`config.mk`:
```
export PLATFORM = sky130hd
export DESIGN_NAME = alu_issue
export DESIGN_NICKNAME = d
export VERILOG_FILES = /design/src/rtl/alu_issue_pkg.sv /design/src/rtl/alu_issue_decode.sv /design/src/rtl/alu_issue.sv
export SDC_FILE = /design/constraint.sdc
export NUM_CORES = 1
export LEC_CHECK = 0
export ABC_CLOCK_PERIOD_IN_PS = 1800
export BUFFER_PORTS_ARGS = -buffer_cell sky130_fd_sc_hd__buf_2
export CORE_MARGIN = 10
export CORE_UTILIZATION = 27
export DETAILED_ROUTE_END_ITERATION = 16
export PLACE_DENSITY = 0.51
export SLEW_MARGIN = 10
export SYNTH_ARGS = -nofsm -noshare
export SYNTH_HDL_FRONTEND = slang
export SYNTH_SLANG_ARGS = --single-unit
export TNS_END_PERCENT = 10
```
`constraint.sdc`:
```
create_clock -name clk -period 1.8 [get_ports clk]
set_input_delay 0 -clock clk [delete_from_list [all_inputs] [get_ports clk]]
set_output_delay 0 -clock clk [all_outputs]
set_load 0.005 [all_outputs]
```
`src/rtl/alu_issue_pkg.sv`:
```
// Shared RV32I issue-stage types: ALU operations, compare post-select,
// opcode constants and the decoded entry that travels to execute.
package rvcpu;

    localparam int XLEN = 32;

    // alu_pass_b sits in an otherwise unused encoding; the ALU default path returns b.
    typedef enum logic [3:0] {
        alu_add    = 4'h0,
        alu_sub    = 4'h1,
        alu_sll    = 4'h2,
        alu_xor    = 4'h3,
        alu_srl    = 4'h4,
        alu_sra    = 4'h5,
        alu_or     = 4'h6,
        alu_and    = 4'h7,
        alu_pass_b = 4'hF
    } alu_op_t;

    // Execute turns the subtract flags into a 0/1 result when cmp is not none.
    typedef enum logic [1:0] {
        cmp_none = 2'd0,
        cmp_slt  = 2'd1,
        cmp_sltu = 2'd2
    } cmp_kind_t;

    localparam logic [6:0] OPC_OP     = 7'b0110011;
    localparam logic [6:0] OPC_OP_IMM = 7'b0010011;
    localparam logic [6:0] OPC_LUI    = 7'b0110111;
    localparam logic [6:0] OPC_AUIPC  = 7'b0010111;

    localparam logic [6:0] F7_ZERO = 7'b0000000;
    localparam logic [6:0] F7_ALT  = 7'b0100000;

    typedef struct packed {
        alu_op_t         op;
        logic [XLEN-1:0] a;
        logic [XLEN-1:0] b;
        logic [4:0]      rd;
        logic            we;
        cmp_kind_t       cmp;
        logic            illegal;
    } issue_entry_t;

    // Idle payload: also the shape of an illegal entry before rd is filled in.
    localparam issue_entry_t ENTRY_IDLE = '{
        op:      alu_add,
        a:       '0,
        b:       '0,
        rd:      5'd0,
        we:      1'b0,
        cmp:     cmp_none,
        illegal: 1'b0
    };

    typedef enum logic [1:0] {
        buf_empty = 2'd0,
        buf_one   = 2'd1,
        buf_two   = 2'd2
    } buf_state_t;

endpackage

```
`src/rtl/alu_issue_decode.sv`:
```
// Combinational RV32I decode of OP / OP-IMM / LUI / AUIPC into an issue entry.
// Only routes operands; no arithmetic happens here.
module alu_issue_decode
    import rvcpu::*;
#(
    parameter int Width = 32
) (
    input  logic [31:0]      instr,
    input  logic [Width-1:0] pc,
    input  logic [Width-1:0] rs1_data,
    input  logic [Width-1:0] rs2_data,
    output issue_entry_t     entry
);

    logic [6:0]       opcode;
    logic [2:0]       f3;
    logic [6:0]       f7;
    logic [4:0]       rd;
    logic [Width-1:0] imm_i;
    logic [Width-1:0] imm_u;
    logic [Width-1:0] shamt;
    logic             legal;
    logic             unused_rs1_field;

    assign opcode = instr[6:0];
    assign f3     = instr[14:12];
    assign f7     = instr[31:25];
    assign rd     = instr[11:7];
    assign imm_i  = {{(Width-12){instr[31]}}, instr[31:20]};
    assign imm_u  = {instr[31:12], 12'b0};
    assign shamt  = {{(Width-5){1'b0}}, instr[24:20]};

    // The rs1 index field is consumed by the register file, not by this stage.
    assign unused_rs1_field = ^instr[19:15];

    // Opcode/funct decode; illegal encodings collapse to an inert add of zeros.
    always_comb begin
        // NOTE: every variable written here gets a default first, so no path can infer a latch.
        entry    = ENTRY_IDLE;
        entry.rd = rd;
        legal    = 1'b1;

        case (opcode)
            OPC_OP: begin
                entry.a = rs1_data;
                entry.b = rs2_data;
                case (f3)
                    3'b000: begin
                        if (f7 == F7_ZERO)     entry.op = alu_add;
                        else if (f7 == F7_ALT) entry.op = alu_sub;
                        else                   legal    = 1'b0;
                    end
                    3'b001: begin entry.op = alu_sll; legal = (f7 == F7_ZERO); end
                    3'b010: begin entry.op = alu_sub; entry.cmp = cmp_slt;  legal = (f7 == F7_ZERO); end
                    3'b011: begin entry.op = alu_sub; entry.cmp = cmp_sltu; legal = (f7 == F7_ZERO); end
                    3'b100: begin entry.op = alu_xor; legal = (f7 == F7_ZERO); end
                    3'b101: begin
                        if (f7 == F7_ZERO)     entry.op = alu_srl;
                        else if (f7 == F7_ALT) entry.op = alu_sra;
                        else                   legal    = 1'b0;
                    end
                    3'b110: begin entry.op = alu_or;  legal = (f7 == F7_ZERO); end
                    3'b111: begin entry.op = alu_and; legal = (f7 == F7_ZERO); end
                endcase
            end

            OPC_OP_IMM: begin
                entry.a = rs1_data;
                entry.b = imm_i;
                case (f3)
                    3'b000: entry.op = alu_add;
                    3'b010: begin entry.op = alu_sub; entry.cmp = cmp_slt;  end
                    3'b011: begin entry.op = alu_sub; entry.cmp = cmp_sltu; end
                    3'b100: entry.op = alu_xor;
                    3'b110: entry.op = alu_or;
                    3'b111: entry.op = alu_and;
                    3'b001: begin
                        entry.op = alu_sll;
                        entry.b  = shamt;
                        legal    = (f7 == F7_ZERO);
                    end
                    3'b101: begin
                        entry.b = shamt;
                        if (f7 == F7_ZERO)     entry.op = alu_srl;
                        else if (f7 == F7_ALT) entry.op = alu_sra;
                        else                   legal    = 1'b0;
                    end
                endcase
            end

            OPC_LUI: begin
                entry.op = alu_pass_b;
                entry.b  = imm_u;
            end

            OPC_AUIPC: begin
                entry.op = alu_add;
                entry.a  = pc;
                entry.b  = imm_u;
            end

            default: legal = 1'b0;
        endcase

        if (!legal) begin
            entry         = ENTRY_IDLE;
            entry.rd      = rd;
            entry.illegal = 1'b1;
        end else begin
            // Writes to x0 are architecturally discarded.
            entry.we = (rd != 5'd0);
        end
    end

endmodule

```
`src/rtl/alu_issue.sv`:
```
// Issue stage: decodes one instruction per cycle into a 2-entry skid buffer
// whose head drives the execute-stage ALU directly.
module alu_issue
    import rvcpu::*;
#(
    parameter int Width = 32
) (
    input  logic             clk,
    input  logic             rst_n,
    input  logic             flush,
    input  logic             in_valid,
    output logic             in_ready,
    input  logic [31:0]      in_instr,
    input  logic [Width-1:0] in_pc,
    input  logic [Width-1:0] in_rs1_data,
    input  logic [Width-1:0] in_rs2_data,
    output logic             out_valid,
    input  logic             out_ready,
    output alu_op_t          out_op,
    output logic [Width-1:0] out_a,
    output logic [Width-1:0] out_b,
    output logic [4:0]       out_rd,
    output logic             out_we,
    output cmp_kind_t        out_cmp,
    output logic             out_illegal
);

    buf_state_t   state_q;
    buf_state_t   state_d;
    issue_entry_t dec_entry;
    issue_entry_t head_q;
    issue_entry_t skid_q;
    logic         accept;
    logic         retire;
    logic         load_head_in;
    logic         load_head_skid;
    logic         load_skid;

    alu_issue_decode #(
        .Width(Width)
    ) u_decode (
        .instr    (in_instr),
        .pc       (in_pc),
        .rs1_data (in_rs1_data),
        .rs2_data (in_rs2_data),
        .entry    (dec_entry)
    );

    // Both handshake outputs are pure decodes of the state register.
    assign in_ready  = (state_q != buf_two);
    assign out_valid = (state_q != buf_empty);
    assign accept    = in_valid && in_ready;
    assign retire    = out_valid && out_ready;

    // Next-state and entry-register load selection; flush wins over everything.
    always_comb begin
        state_d        = state_q;
        load_head_in   = 1'b0;
        load_head_skid = 1'b0;
        load_skid      = 1'b0;

        if (flush) begin
            state_d = buf_empty;
        end else begin
            case (state_q)
                buf_empty: begin
                    if (accept) begin
                        load_head_in = 1'b1;
                        state_d      = buf_one;
                    end
                end
                buf_one: begin
                    case ({accept, retire})
                        2'b10: begin
                            load_skid = 1'b1;
                            state_d   = buf_two;
                        end
                        2'b01: state_d = buf_empty;
                        2'b11: load_head_in = 1'b1;
                        default: ;
                    endcase
                end
                buf_two: begin
                    if (retire) begin
                        load_head_skid = 1'b1;
                        state_d        = buf_one;
                    end
                end
                default: state_d = buf_empty;
            endcase
        end
    end

    // Buffer occupancy register.
    always_ff @(posedge clk or negedge rst_n) begin
        // NOTE: sequential state uses non-blocking assignment so every register samples pre-edge values.
        if (!rst_n) state_q <= buf_empty;
        else        state_q <= state_d;
    end

    // Head and skid entry registers; the head feeds the ALU inputs.
    always_ff @(posedge clk or negedge rst_n) begin
        // NOTE: the payload registers are reset because the ALU sees the head even when out_valid is low.
        if (!rst_n) begin
            head_q <= ENTRY_IDLE;
            skid_q <= ENTRY_IDLE;
        end else begin
            if (load_head_in)        head_q <= dec_entry;
            else if (load_head_skid) head_q <= skid_q;
            if (load_skid)           skid_q <= dec_entry;
        end
    end

    assign out_op      = head_q.op;
    assign out_a       = head_q.a;
    assign out_b       = head_q.b;
    assign out_rd      = head_q.rd;
    assign out_we      = head_q.we;
    assign out_cmp     = head_q.cmp;
    assign out_illegal = head_q.illegal;

endmodule

```
# Word level (Yosys, flattened, before mapping)
# Cells that the tools add are included.
[op_classes]
n_reduce_logical = 15
mux = 37
eq_ne = 21
[op_table]
columns = ["cell", "count"]
rows = [
  ["77-bit 2-to-1 mux", 2],
  ["32-bit case mux with 3 select lines", 1],
  ["73-bit 2-to-1 mux", 1],
  ["32-bit case mux with 2 select lines", 1],
  ["4-bit case mux with 7 select lines", 2],
  ["32-bit 2-to-1 mux", 1],
  ["7-bit by 6-bit equality test with 1-bit output (second input constant)", 3],
  ["7-bit by 5-bit equality test with 1-bit output (second input constant)", 2],
  ["1-bit 2-to-1 mux", 13],
  ["3-bit equality test (second input constant)", 4],
  ["4-bit case mux with 3 select lines", 1],
  ["2-bit OR reduction", 5],
  ["2-bit 2-to-1 mux", 4],
  ["4-bit 2-to-1 mux", 2],
  ["2-bit case mux with 2 select lines", 2],
  ["7-bit zero test", 1],
  ["2-bit equality test (second input constant)", 3],
  ["3-bit by 2-bit equality test with 1-bit output (second input constant)", 2],
  ["3-bit 2-to-1 mux", 2],
  ["3-bit != test (second input constant)", 2],
  ["1-bit case mux with 2 select lines", 3],
  ["2-bit case mux with 3 select lines", 1],
  ["6-bit OR reduction", 1],
  ["5-bit nonzero test", 1],
  ["10 further kinds", 13],
]
[word_totals]
wordCells = 88
ff_bits = 156
out_inout_bits = 79
inputBits = 133

# Logic depth before layout (Yosys ltp)
[depth]
depth_word = 7
ltp_mapped = 8

# Modules after synthesis
# A second synthesis with hierarchy kept.
[unflattened]
hier_cells = 674
hier_area_um2 = 8375.5
[modules_own_cells]
columns = ["module", "cells_per_inst", "seq_area_each_um2", "area_each_um2", "n_inst"]
rows = [
  ["alu_issue", 431, 3903.7, 6804.0, 1],
  ["alu_issue_decode", 243, 0.0, 1571.5, 1],
]

# Worst setup path after synthesis
# OpenSTA, ideal clock, no wires.
[synth_timing]
path_kind = "reg-to-reg"
start = "register state_q[0]"
end = "register head_q (netlist bit out_a[12])"
path_stages_with_launch = 7
n_path_buf = 2
setup_time_ns = 0.066
slack_ns = -0.046
t_arrival_ns = 1.779
synth_period_minus_slack_ns = 1.846
required_time_ns = 1.734
path_cell_list = "dfrtp_1 nand2b_1 nor3b_1 buf_2 buf_1 a22oi_1 nand2_1"
[synth_via]
elab_chain_cells = 7
[synth_lines]
columns = ["element", "line_no", "text"]
rows = [
  ["start: declaration", "alu_issue.sv:28", "buf_state_t state_q;"],
  ["start signal: assignment", "alu_issue.sv:97", "if (!rst_n) state_q <= buf_empty;"],
  ["start signal: assignment", "alu_issue.sv:98", "else state_q <= state_d;"],
  ["2-bit != test (*)", "alu_issue.sv:50", "assign in_ready = (state_q != buf_two);"],
  ["net in_ready", "alu_issue.sv:12", "output logic in_ready,"],
  ["1-bit logical AND (*)", "alu_issue.sv:52", "assign accept = in_valid && in_ready;"],
  ["2-bit equality test", "alu_issue.sv:73", "case ({accept, retire})"],
  ["1-bit 2-to-1 mux", "alu_issue.sv:73", ""],
  ["1-bit case mux with 2 select lines (*)", "alu_issue.sv:65", "case (state_q)"],
  ["1-bit 2-to-1 mux (*)", "alu_issue.sv:62", "if (flush) begin"],
  ["77-bit 2-to-1 mux or 2-bit nonzero test (tied branches)", "--", ""],
  ["end signal: assignment", "alu_issue.sv:108", "if (load_head_in) head_q <= dec_entry;"],
  ["end signal: assignment", "alu_issue.sv:109", "else if (load_head_skid) head_q <= skid_q;"],
  ["end: declaration", "alu_issue.sv:31", "issue_entry_t head_q;"],
]
# Mark *: on every way through the listed nets, which the timed path passes. The rest lies on a longest branch.
# A chain may end at the register's enable or synchronous reset.

# Worst setup path after layout
[layout_timing]
start = "register state_q[0]"
end = "register head_q (netlist bit out_b[9])"
[layout_via]
elab_chain_cells = 7
[layout_lines]
columns = ["element", "line_no"]
rows = [
  ["2-bit != test or 2-bit nonzero test (tied branches)", "alu_issue.sv:50, alu_issue.sv:51"],
  ["1-bit logical AND, on equally long branches", "alu_issue.sv:52, alu_issue.sv:53"],
  ["2-bit equality test", "alu_issue.sv:73"],
  ["1-bit 2-to-1 mux", "alu_issue.sv:73"],
  ["1-bit case mux with 2 select lines", "alu_issue.sv:65"],
  ["1-bit 2-to-1 mux", "alu_issue.sv:62"],
  ["77-bit 2-to-1 mux or 2-bit nonzero test (tied branches)", "--"],
]
# Parallel ways exist; a longest one is shown, timed or not.

==> impl_metrics.tcl <==
set metrics [dict create \
    outcome "finished, final reports clean" \
    setup_violations 0 \
    pre_cts_ws_ns 0.0273 \
    clk_pin_slew_ns 0.07 \
    grt_pass1_vias 7010 \
    max_slew.worst_pin.slew_ns 0.405 \
    syn-instance-count 750 \
    vias 6809 \
    grt_overflow 0 \
    fin_crit_ns 1.69 \
    cp_slowest_stage_delay_ns 0.43 \
    async_flop_share_pct 100 \
    ir_worst_vdd_v 0.000560 \
    synth_top_area_share_pct 53.3 \
    critPathTopFamily "simple AND/OR/NAND/NOR gates" \
    nets 1135 \
    slew_viol_final 0 \
    viasPerCell 5.03 \
    synth_common_cells "dfrtp_1 (156), nand2_1 (152), a22oi_1 (83)" \
    synth_xor_area_share_pct 0.359 \
    synth_simple_gate_area_share_pct 12.2 \
    cts-buffers-inserted 17 \
    syn2layout_area_growth_pct 38.9 \
    gp_congestion 0.791 \
    path_cells "nand2b_4 > nor3b_4 > a21oi_4 > clkbuf_16 > a22oi_1 > o21ai_0" \
    grt_usage_pct 15.4 \
    initial_core_util_pct 27.3 \
    finalInstanceArea_sq_um 10200 \
    rsz0062_at_grt "false" \
    antenna_found_initial 2 \
    grt_pass1_wl_um 41300 \
    drive_gt1_share_pct 29.7 \
    dr.pass1.iters 4 \
    clock_path_buffers 2 \
    yosysTopAreaCell "dfrtp_1" \
    rows 60 \
    synth_top_family_by_area "compound AO/OA/AOI/OAI gates" \
    port_buffers 211 \
    synth.area.top_cells "dfrtp_1 (53%), a22oi_1 (8.5%), nand2_1 (7.8%)" \
    synth.most_common_cell "dfrtp_1" \
    hp-class "in -> reg" \
    grt_max_degree 53 \
    max_cap_violations 0 \
    syn_area_per_cell_sq_um 9.76 \
    post-route-util_pct 38.0 \
    die_width_um 185 \
    relSlewSlack_pct 72.3 \
    synth.area.mux_share_pct 2.41 \
    cts.sinks 156 \
    synth_fa_ha_area_share_pct 0 \
    power_mw 8.00 \
    synth_cell_types 38 \
    coreArea_sq_um 26800 \
    crit_arrival_ns 1.98 \
    crit_buf_inv 1 \
    syn-cell-area_sq_um 7320 \
    nFillCells 2704 \
    syn_nets 883 \
    drtIter0Drc 507 \
    period_share_pct 93.7 \
    startpoint_type "register" \
    clkLatencyLatePin_ns 0.42 \
    setup-tns-final_ns 0 \
    yosys_register_bits 156 \
    required_ns 2.09 \
    power.leakage_nw 4.71 \
    power_density_nw_per_um2 786 \
    detail_route.wl_per_cell_um 19.8 \
    dp_hpwl_um 18400 \
    synth_compound_area_share_pct 27.6 \
    worstPathMaxFanout 26 \
    pin_count 212 \
    synth_ff_type "dfrtp_1" \
    crit_path_end_kind "register" \
    ys_warn_count 0 \
    fmax_mhz 593 \
    synth_edf_count 0 \
    path_class "reg -> reg" \
    finClkSkew_ns 0.00903 \
    cts_tree "yes" \
    report.final.hold_viol_count 0 \
    routed_wl_um 26800 \
    h-tree-depth 4 \
    cp_slowest_cell "dfrtp_1" \
    dieArea_sq_um 34100 \
    drcViolationCount 0 \
    placed_area_sq_um 9070 \
    final.setup.worst_slack_ns 0.114 \
    cts_root_buffer "clkbuf_16" \
    ant_nets 0 \
    yosysSeqAreaShare_pct 53.3 \
    cts_setup_buffers 0 \
    die_height_um 185 \
]
layout by cell type (no fill, tap or decap), types with 2 or more instances in the layout:
master         synthesis  final
a22o_1                20     20
nand3_1               20     20
clkbuf_8               0      2
inv_1                  6      6
a22oi_1               83     83
mux2_2                 5      5
o31ai_1               59     59
nand2_1              152    150
dfrtp_1              156    156
buf_12                 0     15
nand2_2                1      2
mux2i_1               12     12
a32o_1                12     12
o21ai_0               66     66
buf_4                  0     22
nand2b_1               4      3
dlygate4sd3_1          0     51
clkinvlp_4             0      3
clkinv_2               0      3
xnor2_1                3      3
a221o_1                4      4
clkbuf_16              0     18
buf_2                  8    210
nor2b_1                4      3
a31oi_1                5      4
buf_6                  0      3
o211ai_1              15     15
nor2_1                25     24
a21oi_1               13     12
inv_6                  0      2
through the flow:
stage / instances / hold slack (ns)
after detailed placement: 1272 / -0.0715
after floorplan: 750 / -0.296
after CTS: 1352 / 0.00112
after global placement: 1272 / -0.0736
after global routing: 1353 / 0.0174
final: 1354 / 0.00504
per-layer routing:
layer	track usage, %	up-vias	share of wire, %
met5	0	-	0.063
met4	3.28	2	1.0
met3	4.27	20	5.5
met2	24.3	197	46
met1	20.7	3312	47
li1	-	3278	-
worst paths after layout:
| kind | start | end | slack, ns | depth (start not counted) |
|---|---|---|---|---|
| max | state_q[0] | out_b[9] | 0.11 | 6 |
| min | in_rs2_data[19] | out_b[19] | 0.005 | 5 |
| max reg2reg | state_q[0] | out_b[9] | 0.11 | 6 |
| min reg2reg | skid_q[38] | skid_q[38] | 0.47 | 2 |
| max in group asynchronous | rst_n | skid_q[72] | 1.03 | 3 |
| min in group asynchronous | rst_n | skid_q[17] | 0.07 | 2 |
where the power goes:
| group | switching (mW) | total, mW | internal, mW |
|---|---|---|---|
| sequential | 0.0438 | 3.63 | 3.59 |
| combinational | 0.504 | 0.920 | 0.416 |
| clock | 1.48 | 3.44 | 1.96 |
worst register-to-register path: stages (launching register included):
cell	delay, ns
dfrtp_1	0.43
nand2b_4	0.18
nor3b_4	0.34
a21oi_4	0.11
clkbuf_16	0.23
a22oi_1	0.18
o21ai_0	0.10
area by class of cell:
| class | count | area (sq um) | area share, % |
|---|---|---|---|
| tap | 341 | 427 | 4.19 |
| clock inverter | 10 | 93.8 | 0.923 |
| antenna | 1 | 2.50 | 0.0246 |
| inverter | 7 | 26.3 | 0.258 |
| clock buffer | 19 | 453 | 4.45 |
| multi-input combinational | 518 | 3180 | 31.3 |
| sequential | 156 | 3900 | 38.4 |
| timing repair buffer | 302 | 2090 | 20.5 |
repair_timing:
item / 4_1_cts / 5_1_grt
gates resized for setup: 0 / 5
endpoints found under the setup margin: 0 / 29
hold buffers: 51 / 0
endpoints found under the hold margin: 209 / 0
cell families (layout without fill, tap and decap cells):
group | count (synthesis) | count (layout)
mux | 17 | 17
flops | 156 | 156
simple gates | 214 | 214
buf+inv | 76 | 338
xor+xnor | 3 | 3
compound gates | 284 | 284
other cells | 0 | 1
sequential cells by signal, summed over array words and instances, names as in the netlist:
name and flops:
state_q 2, out_op 4, out_a 32, out_we 1
out_rd 5, out_b 32, out_cmp 2, out_illegal 1
skid_q 77
Note: power is estimated with default switching activity, not from simulation.
